`src/rtl/alu_serial_ctrl.sv`:
```
// Bit-serial sequencer for the 1-bit ALU slice: walks one bit per clock, LSB first,
// collecting the slice result into a shift register and producing result and flags.
module alu_serial_ctrl #(
  parameter int WIDTH = 8,
  parameter int CNT_W = $clog2(WIDTH)
) (
  input  logic             i_clk,
  input  logic             i_rst,
  input  logic             i_start,
  input  logic             i_abort,
  input  logic [WIDTH-1:0] i_a,
  input  logic [WIDTH-1:0] i_b,
  input  logic [2:0]       i_op,
  output logic             o_slice_a,
  output logic             o_slice_b,
  output logic             o_slice_cin,
  output logic             o_slice_bnegate,
  output logic             o_slice_less,
  output logic [2:0]       o_slice_aluop,
  input  logic             i_slice_result,
  input  logic             i_slice_carry_out,
  output logic [WIDTH-1:0] o_result,
  output logic             o_carry_out,
  output logic             o_overflow,
  output logic             o_zero,
  output logic             o_busy,
  output logic             o_done,
  output logic             o_error
);

  localparam logic [2:0] OP_AND = 3'b000;
  localparam logic [2:0] OP_OR  = 3'b001;
  localparam logic [2:0] OP_ADD = 3'b010;
  localparam logic [2:0] OP_XOR = 3'b100;
  localparam logic [2:0] OP_SUB = 3'b110;
  localparam logic [2:0] OP_SLT = 3'b111;

  localparam logic [1:0] S_IDLE = 2'd0;
  localparam logic [1:0] S_RUN  = 2'd1;
  localparam logic [1:0] S_FIN  = 2'd2;

  localparam logic [CNT_W-1:0] LAST_BIT = CNT_W'(WIDTH - 1);

  function automatic logic op_legal(input logic [2:0] op);
    return (op == OP_AND) || (op == OP_OR) || (op == OP_ADD) ||
           (op == OP_XOR) || (op == OP_SUB) || (op == OP_SLT);
  endfunction

  function automatic logic op_negate(input logic [2:0] op);
    return (op == OP_SUB) || (op == OP_SLT);
  endfunction

  function automatic logic [2:0] slice_op(input logic [2:0] op);
    case (op)
      OP_AND:  return 3'b000;
      OP_OR:   return 3'b001;
      OP_XOR:  return 3'b100;
      default: return 3'b010;
    endcase
  endfunction

  logic [1:0]       r_state;
  logic [CNT_W-1:0] r_cnt;
  logic             r_carry;
  logic [WIDTH-1:0] r_a;
  logic [WIDTH-1:0] r_b;
  logic [2:0]       r_op;
  logic [WIDTH-1:0] r_shift;
  logic             r_cin_msb;
  logic             r_sum_msb;
  logic [WIDTH-1:0] r_result;
  logic             r_carry_out;
  logic             r_overflow;
  logic             r_zero;
  logic             r_done;
  logic             r_error;

  logic             w_arith;
  logic             w_addsub;
  logic             w_slt_bit;
  logic [WIDTH-1:0] w_fin_result;

  assign w_arith      = (r_op == OP_ADD) || (r_op == OP_SUB) || (r_op == OP_SLT);
  assign w_addsub     = (r_op == OP_ADD) || (r_op == OP_SUB);
  // Signed less-than: sign of A-B corrected by the overflow of that subtraction.
  assign w_slt_bit    = r_sum_msb ^ r_cin_msb ^ r_carry;
  assign w_fin_result = (r_op == OP_SLT) ? {{(WIDTH-1){1'b0}}, w_slt_bit} : r_shift;

  always_comb begin
    o_slice_a       = 1'b0;
    o_slice_b       = 1'b0;
    o_slice_cin     = 1'b0;
    o_slice_bnegate = 1'b0;
    o_slice_less    = 1'b0;
    o_slice_aluop   = 3'b000;
    if (r_state == S_RUN) begin
      o_slice_a       = r_a[r_cnt];
      o_slice_b       = r_b[r_cnt];
      o_slice_cin     = r_carry;
      o_slice_bnegate = op_negate(r_op);
      o_slice_aluop   = slice_op(r_op);
    end
  end

  always_ff @(posedge i_clk or posedge i_rst) begin
    if (i_rst) begin
      r_state     <= S_IDLE;
      r_cnt       <= '0;
      r_carry     <= 1'b0;
      r_a         <= '0;
      r_b         <= '0;
      r_op        <= 3'b000;
      r_shift     <= '0;
      r_cin_msb   <= 1'b0;
      r_sum_msb   <= 1'b0;
      r_result    <= '0;
      r_carry_out <= 1'b0;
      r_overflow  <= 1'b0;
      r_zero      <= 1'b1;
      r_done      <= 1'b0;
      r_error     <= 1'b0;
    end else begin
      r_done  <= 1'b0;
      r_error <= 1'b0;
      case (r_state)
        S_IDLE: begin
          // A Start coinciding with the Done pulse is dropped, not deferred.
          if (i_start && !r_done) begin
            if (op_legal(i_op)) begin
              r_a     <= i_a;
              r_b     <= i_b;
              r_op    <= i_op;
              r_shift <= '0;
              r_carry <= op_negate(i_op);
              r_cnt   <= '0;
              r_state <= S_RUN;
            end else begin
              r_error <= 1'b1;
            end
          end
        end
        S_RUN: begin
          if (i_abort) begin
            r_state <= S_IDLE;
          end else begin
            r_shift[r_cnt] <= i_slice_result;
            r_carry        <= i_slice_carry_out;
            if (r_cnt == LAST_BIT) begin
              r_cin_msb <= r_carry;
              r_sum_msb <= i_slice_result;
              r_state   <= S_FIN;
            end else begin
              r_cnt <= r_cnt + CNT_W'(1);
            end
          end
        end
        S_FIN: begin
          r_state <= S_IDLE;
          if (!i_abort) begin
            r_result    <= w_fin_result;
            r_carry_out <= w_arith & r_carry;
            r_overflow  <= w_addsub & (r_cin_msb ^ r_carry);
            r_zero      <= (w_fin_result == '0);
            r_done      <= 1'b1;
          end
        end
        default: r_state <= S_IDLE;
      endcase
    end
  end

  assign o_result    = r_result;
  assign o_carry_out = r_carry_out;
  assign o_overflow  = r_overflow;
  assign o_zero      = r_zero;
  assign o_busy      = (r_state != S_IDLE);
  assign o_done      = r_done;
  assign o_error     = r_error;

endmodule

```
`config.mk`:
```
export PLATFORM = sky130hd
export DESIGN_NAME = alu_serial_ctrl
export DESIGN_NICKNAME = d
export VERILOG_FILES = /design/src/rtl/alu_serial_ctrl.sv
export SDC_FILE = /design/constraint.sdc
export NUM_CORES = 1
export LEC_CHECK = 0
export ABC_AREA = 0
export ABC_CLOCK_PERIOD_IN_PS = 5600
export CAP_MARGIN = 0
export CORE_ASPECT_RATIO = 1.2
export CORE_MARGIN = 1.5
export CORE_UTILIZATION = 30
export CTS_CLUSTER_DIAMETER = 100
export DETAILED_ROUTE_END_ITERATION = 7
export GPL_ROUTABILITY_DRIVEN = 0
export SETUP_SLACK_MARGIN = 0.2
export SLEW_MARGIN = 10
export SYNTH_ARGS = -nofsm -noshare
export SYNTH_HDL_FRONTEND = slang
export SYNTH_SLANG_ARGS = --single-unit
```
`constraint.sdc`:
```
create_clock -name i_clk -period 5.6 [get_ports i_clk]
set_clock_uncertainty 0.2 [all_clocks]
set_input_delay 1.12 -clock i_clk [delete_from_list [all_inputs] [get_ports i_clk]]
set_output_delay 1.12 -clock i_clk [all_outputs]
set_load 0.05 [all_outputs]
```
Word level (Yosys, flattened, before mapping)
Index checks and enable logic that the tools add are counted.

cells by class
  add/sub/neg operators = 1
  order comparisons = 2
  equal/unequal tests = 18
  muxes and demuxes = 37
  bitwise operators = 6
  reduce and logical (&&, ||, !) cells = 24

operators by type and width
  operator                                                                       count
  8-bit 2-to-1 mux                                                               4
  3-bit equality test (second input constant)                                    7
  8-bit one-hot mux with 2 select lines                                          1
  1-bit 2-to-1 mux                                                               15
  3-bit 2-to-1 mux                                                               5
  1-bit logical OR                                                               9
  3-bit one-hot mux with 3 select lines                                          1
  3-bit AND reduction                                                            3
  8-bit bitwise mux                                                              1
  8-bit zero test                                                                1
  2-bit 2-to-1 mux                                                               4
  2-bit inequality test (second input constant)                                  4
  1-bit binary-select mux with 3-bit select                                      2
  3-bit by 1-bit equality test with 1-bit output (second input constant)         2
  3-bit by 2-bit equality test with 1-bit output (second input constant)         2
  3-bit zero test                                                                2
  3-bit one-hot mux with 2 select lines                                          1
  5-bit AND reduction                                                            1
  3-bit by 4-bit less-than comparator with 1-bit output (second input constant)  1
  2-bit one-hot mux with 2 select lines                                          1
  4-bit AND reduction                                                            1
  2-bit nonzero test                                                             2
  3-bit by 1-bit adder with 3-bit output (second input constant)                 1
  1-bit demux with 3-bit select                                                  1
  other kinds (12)                                                               16

word-level totals
  register bits = 48
  output and inout port bits = 22

Depth between registers and ports, before layout
  depth in word-level cells = 9
  mapped depth = 5
  depth with buffers taken out = 5

Least setup slack after synthesis
Ideal clock, no wire load.

  kind = register to output
  start point = reg r_state[1]
  end point = out o_slice_aluop[2]
  arrival time = 2.346 ns
  path slack = 1.934 ns
  stages on the path, launching flop included = 4
  buffers on the path = 1
  cells stage by stage = dfrtp_1 nand2b_1 clkbuf_1 nor4b_1

on the way
  word-level cells in the longest chain between the ends = 2

ends and longest elaborated chain
  element                                         line  source
  start, declared                                 62    logic [1:0] r_state;
  start signal, assigned                          107   r_state <= S_IDLE;
  start signal, assigned                          136   r_state <= S_RUN;
  start signal, assigned                          144   r_state <= S_IDLE;
  2-bit by 1-bit equality test with 1-bit output  96    if (r_state == S_RUN) begin
  3-bit 2-to-1 mux                                96
  end, declared                                   19    output logic [2:0] o_slice_aluop,

Every way passes these cells.

Worst setup path after layout
  start point = reg r_cnt[0]
  end point = out o_slice_a

on the way
  word-level cells in the longest chain between the ends = 3

ends and longest elaborated chain
  element                                    line  source
  start, declared                            63    logic [CNT_W-1:0] r_cnt;
  start signal, assigned                     153   r_cnt <= r_cnt + CNT_W'(1);
  1-bit binary-select mux with 3-bit select  97    o_slice_a = r_a[r_cnt];
  1-bit 2-to-1 mux (implied by the code)     97
  1-bit 2-to-1 mux                           96
  end, declared                              14    output logic o_slice_a,

Every way passes these cells. The select of a mux whose other input is x is not followed.

==> PnR_summary.wiki <==
{| class="wikitable"
! Metric !! Value
|-
| Result of the run || completed
|-
| Port Buffers || 45
|-
| Post-Route Utilization || 40.26%
|-
| Setup crit end kind || output port
|-
| Synthesis-stage register bit count || 48
|-
| Critical path class || flop to output port
|-
| Final worst-path cycle share || 70.41%
|-
| Number of antenna violations at the first check in global routing || 0
|-
| Leading cell types in the layout, fill and taps excluded || dfrtp_1, clkdlybuf4s50_1, mux2_2
|-
| Total power per unit cell area || 365.2 mW/mm^2
|-
| Total number of vias || 1,527
|-
| Hold-fix buffers at CTS || 0
|-
| Overall die height || 96.59 um
|-
| Clock buffer count from CTS || 5
|-
| Remaining number of nets flagged by the antenna check after routing || 0
|-
| Syn_area_per_cell || 12.37 um^2
|-
| Vias in the first global route || 1,570
|-
| Number of top-level pins || 47
|-
| Detailed Routing Iterations Pass 1 || 4
|-
| Site Rows || 33
|-
| Proportion of layout cells with a drive suffix above 1 || 17.73%
|-
| H-tree levels || 2
|-
| Clock insertion delay at the later pin of the skew report || 0.29 ns
|-
| Count of fill cells added during filler insertion || 684
|-
| Maximum fanout encountered on the critical timing path || 10
|-
| Final HPWL DP || 3301 um
|-
| CTS max path bufs || 2
|-
| Top cell family by delay on the critical path || buffers and inverters
|-
| Number of warnings reported in the yosys synthesis log || 0
|-
| Proportion of synthesized chip area in sequential cells || 54.91%
|-
| Clock tree from TritonCTS || yes
|-
| Starting Density || 31.57%
|-
| Proportion of register bits with asynchronous set or reset after synthesis || 100.0%
|-
| Final slew viol count || 0
|-
| Diode count || 0
|-
| Core region area || 0.006937 mm^2
|-
| Final critical delay including setup and external delays || 3.943 ns
|-
| Maximum number of pins on one net before global-route repair || 49
|-
| Total wire length || 4578 um
|-
| Signal arrival time at the worst endpoint || 2.62 ns
|-
| Cell with the largest stage delay on the worst path || clkdlybuf4s50_1
|-
| Count of buffers added by post-CTS timing repair for setup || 0
|-
| Detail-routed net length per standard cell || 14.91 um
|-
| All-Layer GR Usage || 13.11%
|-
| DRC violation count after routing || 0
|-
| Synthesized netlist net count || 204
|-
| Worst slew pin tran || 0.9954 ns
|-
| Worst IR Drop VDD || 0.1792 mV
|-
| Most common library cell in the layout ignoring fill and taps || dfrtp_1
|-
| Worst-path cell chain || nor3b_1, a22o_1, a221oi_1, a31oi_1, clkdlybuf4s50_1
|-
| Number of clock sinks seen by CTS || 48
|-
| Setup repair after global routing missed its margin || no
|-
| Die area || 0.007822 mm^2
|-
| Count of endpoints failing hold in the final timing report || 0
|-
| Die outline width || 80.99 um
|-
| Leak || 1.193 nW
|-
| Footprint of the multi-input gates || 919.6 um^2
|-
| Area added between synthesis and finish || 27.54%
|-
| Mapped Cells || 177
|-
| Mean number of vias per cell || 4.974
|-
| Yosys cell types || 38
|-
| Max-Cap Viols || 0
|-
| Flip-flop cell with the highest count after synthesis || dfrtp_1
|-
| CTS clock-pin slew for the worst setup and hold paths || 0.08 ns
|-
| Number of enable-type register cells in the synthesized netlist || 0
|-
| First-pass GRT wire length || 7797 um
|-
| Flip-flop and latch area || 0.001202 mm^2
|-
| Clock root buffer master || clkbuf_8
|-
| Congestion Overflow GR || 0
|-
| Total negative slack for setup checks || 0 ns
|-
| Iteration-0 DRC count of the detailed router || 68
|-
| Startpoint type of the worst setup path || flop
|-
| Highest clock rate || 253.6 MHz
|-
| Relative slew slack || 33.54%
|-
| Total power consumption of the routed design || 1.020 mW
|-
| Slowest cell delay on critical path || 0.85 ns
|-
| Data required time of the worst path || 4.28 ns
|-
| HP Class || flop to flop
|-
| Setup violations, final || 0
|-
| Worst path buffer plus inverter count || 1
|-
| Summed instance area of the synthesized netlist || 0.002190 mm^2
|-
| Count of cells resized by post-cts repair || 0
|-
| Net count of the finished layout || 246
|}
## final cells by class
cell class,instances,share of cell area [%]
timing repair buffer,46,16.40
clock inverter,2,0.3584
clock buffer,6,2.957
tap,87,3.898
inverter,3,0.4032
sequential,48,43.06
multi-input combinational,115,32.93
## flip-flops by register name, indices dropped and copies added (netlist names), 2 cells and up
| register | cells |
|---|---|
| r_a | 8 |
| r_state | 2 |
| r_op | 3 |
| r_b | 8 |
| o_result | 8 |
| r_shift | 8 |
| r_cnt | 3 |
## worst register-to-register path, delay by kind of cell (launching register included)
family	cells	cell delay [ns]
flip-flops	1	0.41
multiplexers	1	0.38
AND/OR/NAND/NOR	3	1.12
## path summary, 6_finish.rpt
kind / start / endpoint / slack, ns / cells past startpoint
setup reg to reg: r_state[1]$_DFFE_PP0P_ / r_carry$_DFFE_PP0P_ / 3.38 / 4
setup / recovery: r_cnt[0]$_DFFE_PP0P_ / o_slice_a / 1.66 / 5
min in group asynchronous: i_rst / o_result[5]$_DFFE_PP0P_ / 1.17 / 2
max in group asynchronous: i_rst / r_cnt[1]$_DFFE_PP0P_ / 3.40 / 2
hold reg to reg: o_carry_out$_DFFE_PP0P_ / o_carry_out$_DFFE_PP0P_ / 0.29 / 2
hold / removal: o_carry_out$_DFFE_PP0P_ / o_carry_out$_DFFE_PP0P_ / 0.29 / 2
## where the power goes
part | leakage (nW) | internal (mW) | switching [mW] | total [mW]
logic | 0.528 | 0.154 | 0.157 | 0.311
clock network | 0.0510 | 0.0986 | 0.110 | 0.209
registers | 0.614 | 0.419 | 0.0808 | 0.500
## routing by layer
layer,wire [um],track usage [%],vias to the layer above
met4,52,4.741,0
met2,2186,21.11,44
met5,0,0,-
li1,-,-,733
met1,2122,17.45,746
met3,217,2.629,4
## synth_stat cells (3+ instances only)
library cell / number / area, um^2
dfrtp_1: 47 / 1176
mux2_2: 22 / 247.7
a22o_1: 12 / 105.1
nand2_1: 10 / 37.54
mux2i_1: 9 / 90.09
o2bb2ai_1: 8 / 70.07
clkbuf_1: 7 / 26.28
nor2_1: 6 / 22.52
a22oi_1: 4 / 30.03
nor3_1: 4 / 20.02
and3_1: 3 / 18.77
inv_1: 3 / 11.26
nand3_1: 3 / 15.01
nor3b_1: 3 / 22.52
o21ai_0: 3 / 15.01
xor2_1: 3 / 26.28
## logic make-up after synthesis
| kind of cell | Yosys count | share of synthesized area (%) |
|---|---|---|
| flip-flops | 48 | 54.91 |
| AND/OR/NAND/NOR | 42 | 10.69 |
| AO/OA/AOI/OAI | 35 | 12.69 |
| multiplexers | 32 | 16.11 |
| buffers and inverters | 14 | 3.085 |
| XOR/XNOR | 3 | 1.200 |
| adder cells (fa/ha/maj) | 2 | 1.143 |
| other | 1 | 0.1713 |
## stage by stage
stage	instance area [um^2]	setup WS, ns	hold WS (ns)	std cells
6_report	2793	1.657	0.2874	307
2_1_floorplan	2190	1.934	0.2766	177
4_1_cts	2793	1.654	0.3011	307
3_3_place_gp	2700	2.036	0.2678	299
3_5_place_dp	2700	2.010	0.2815	299
5_1_grt	2793	1.513	0.3153	307
Power figures use the tool's default switching activity.
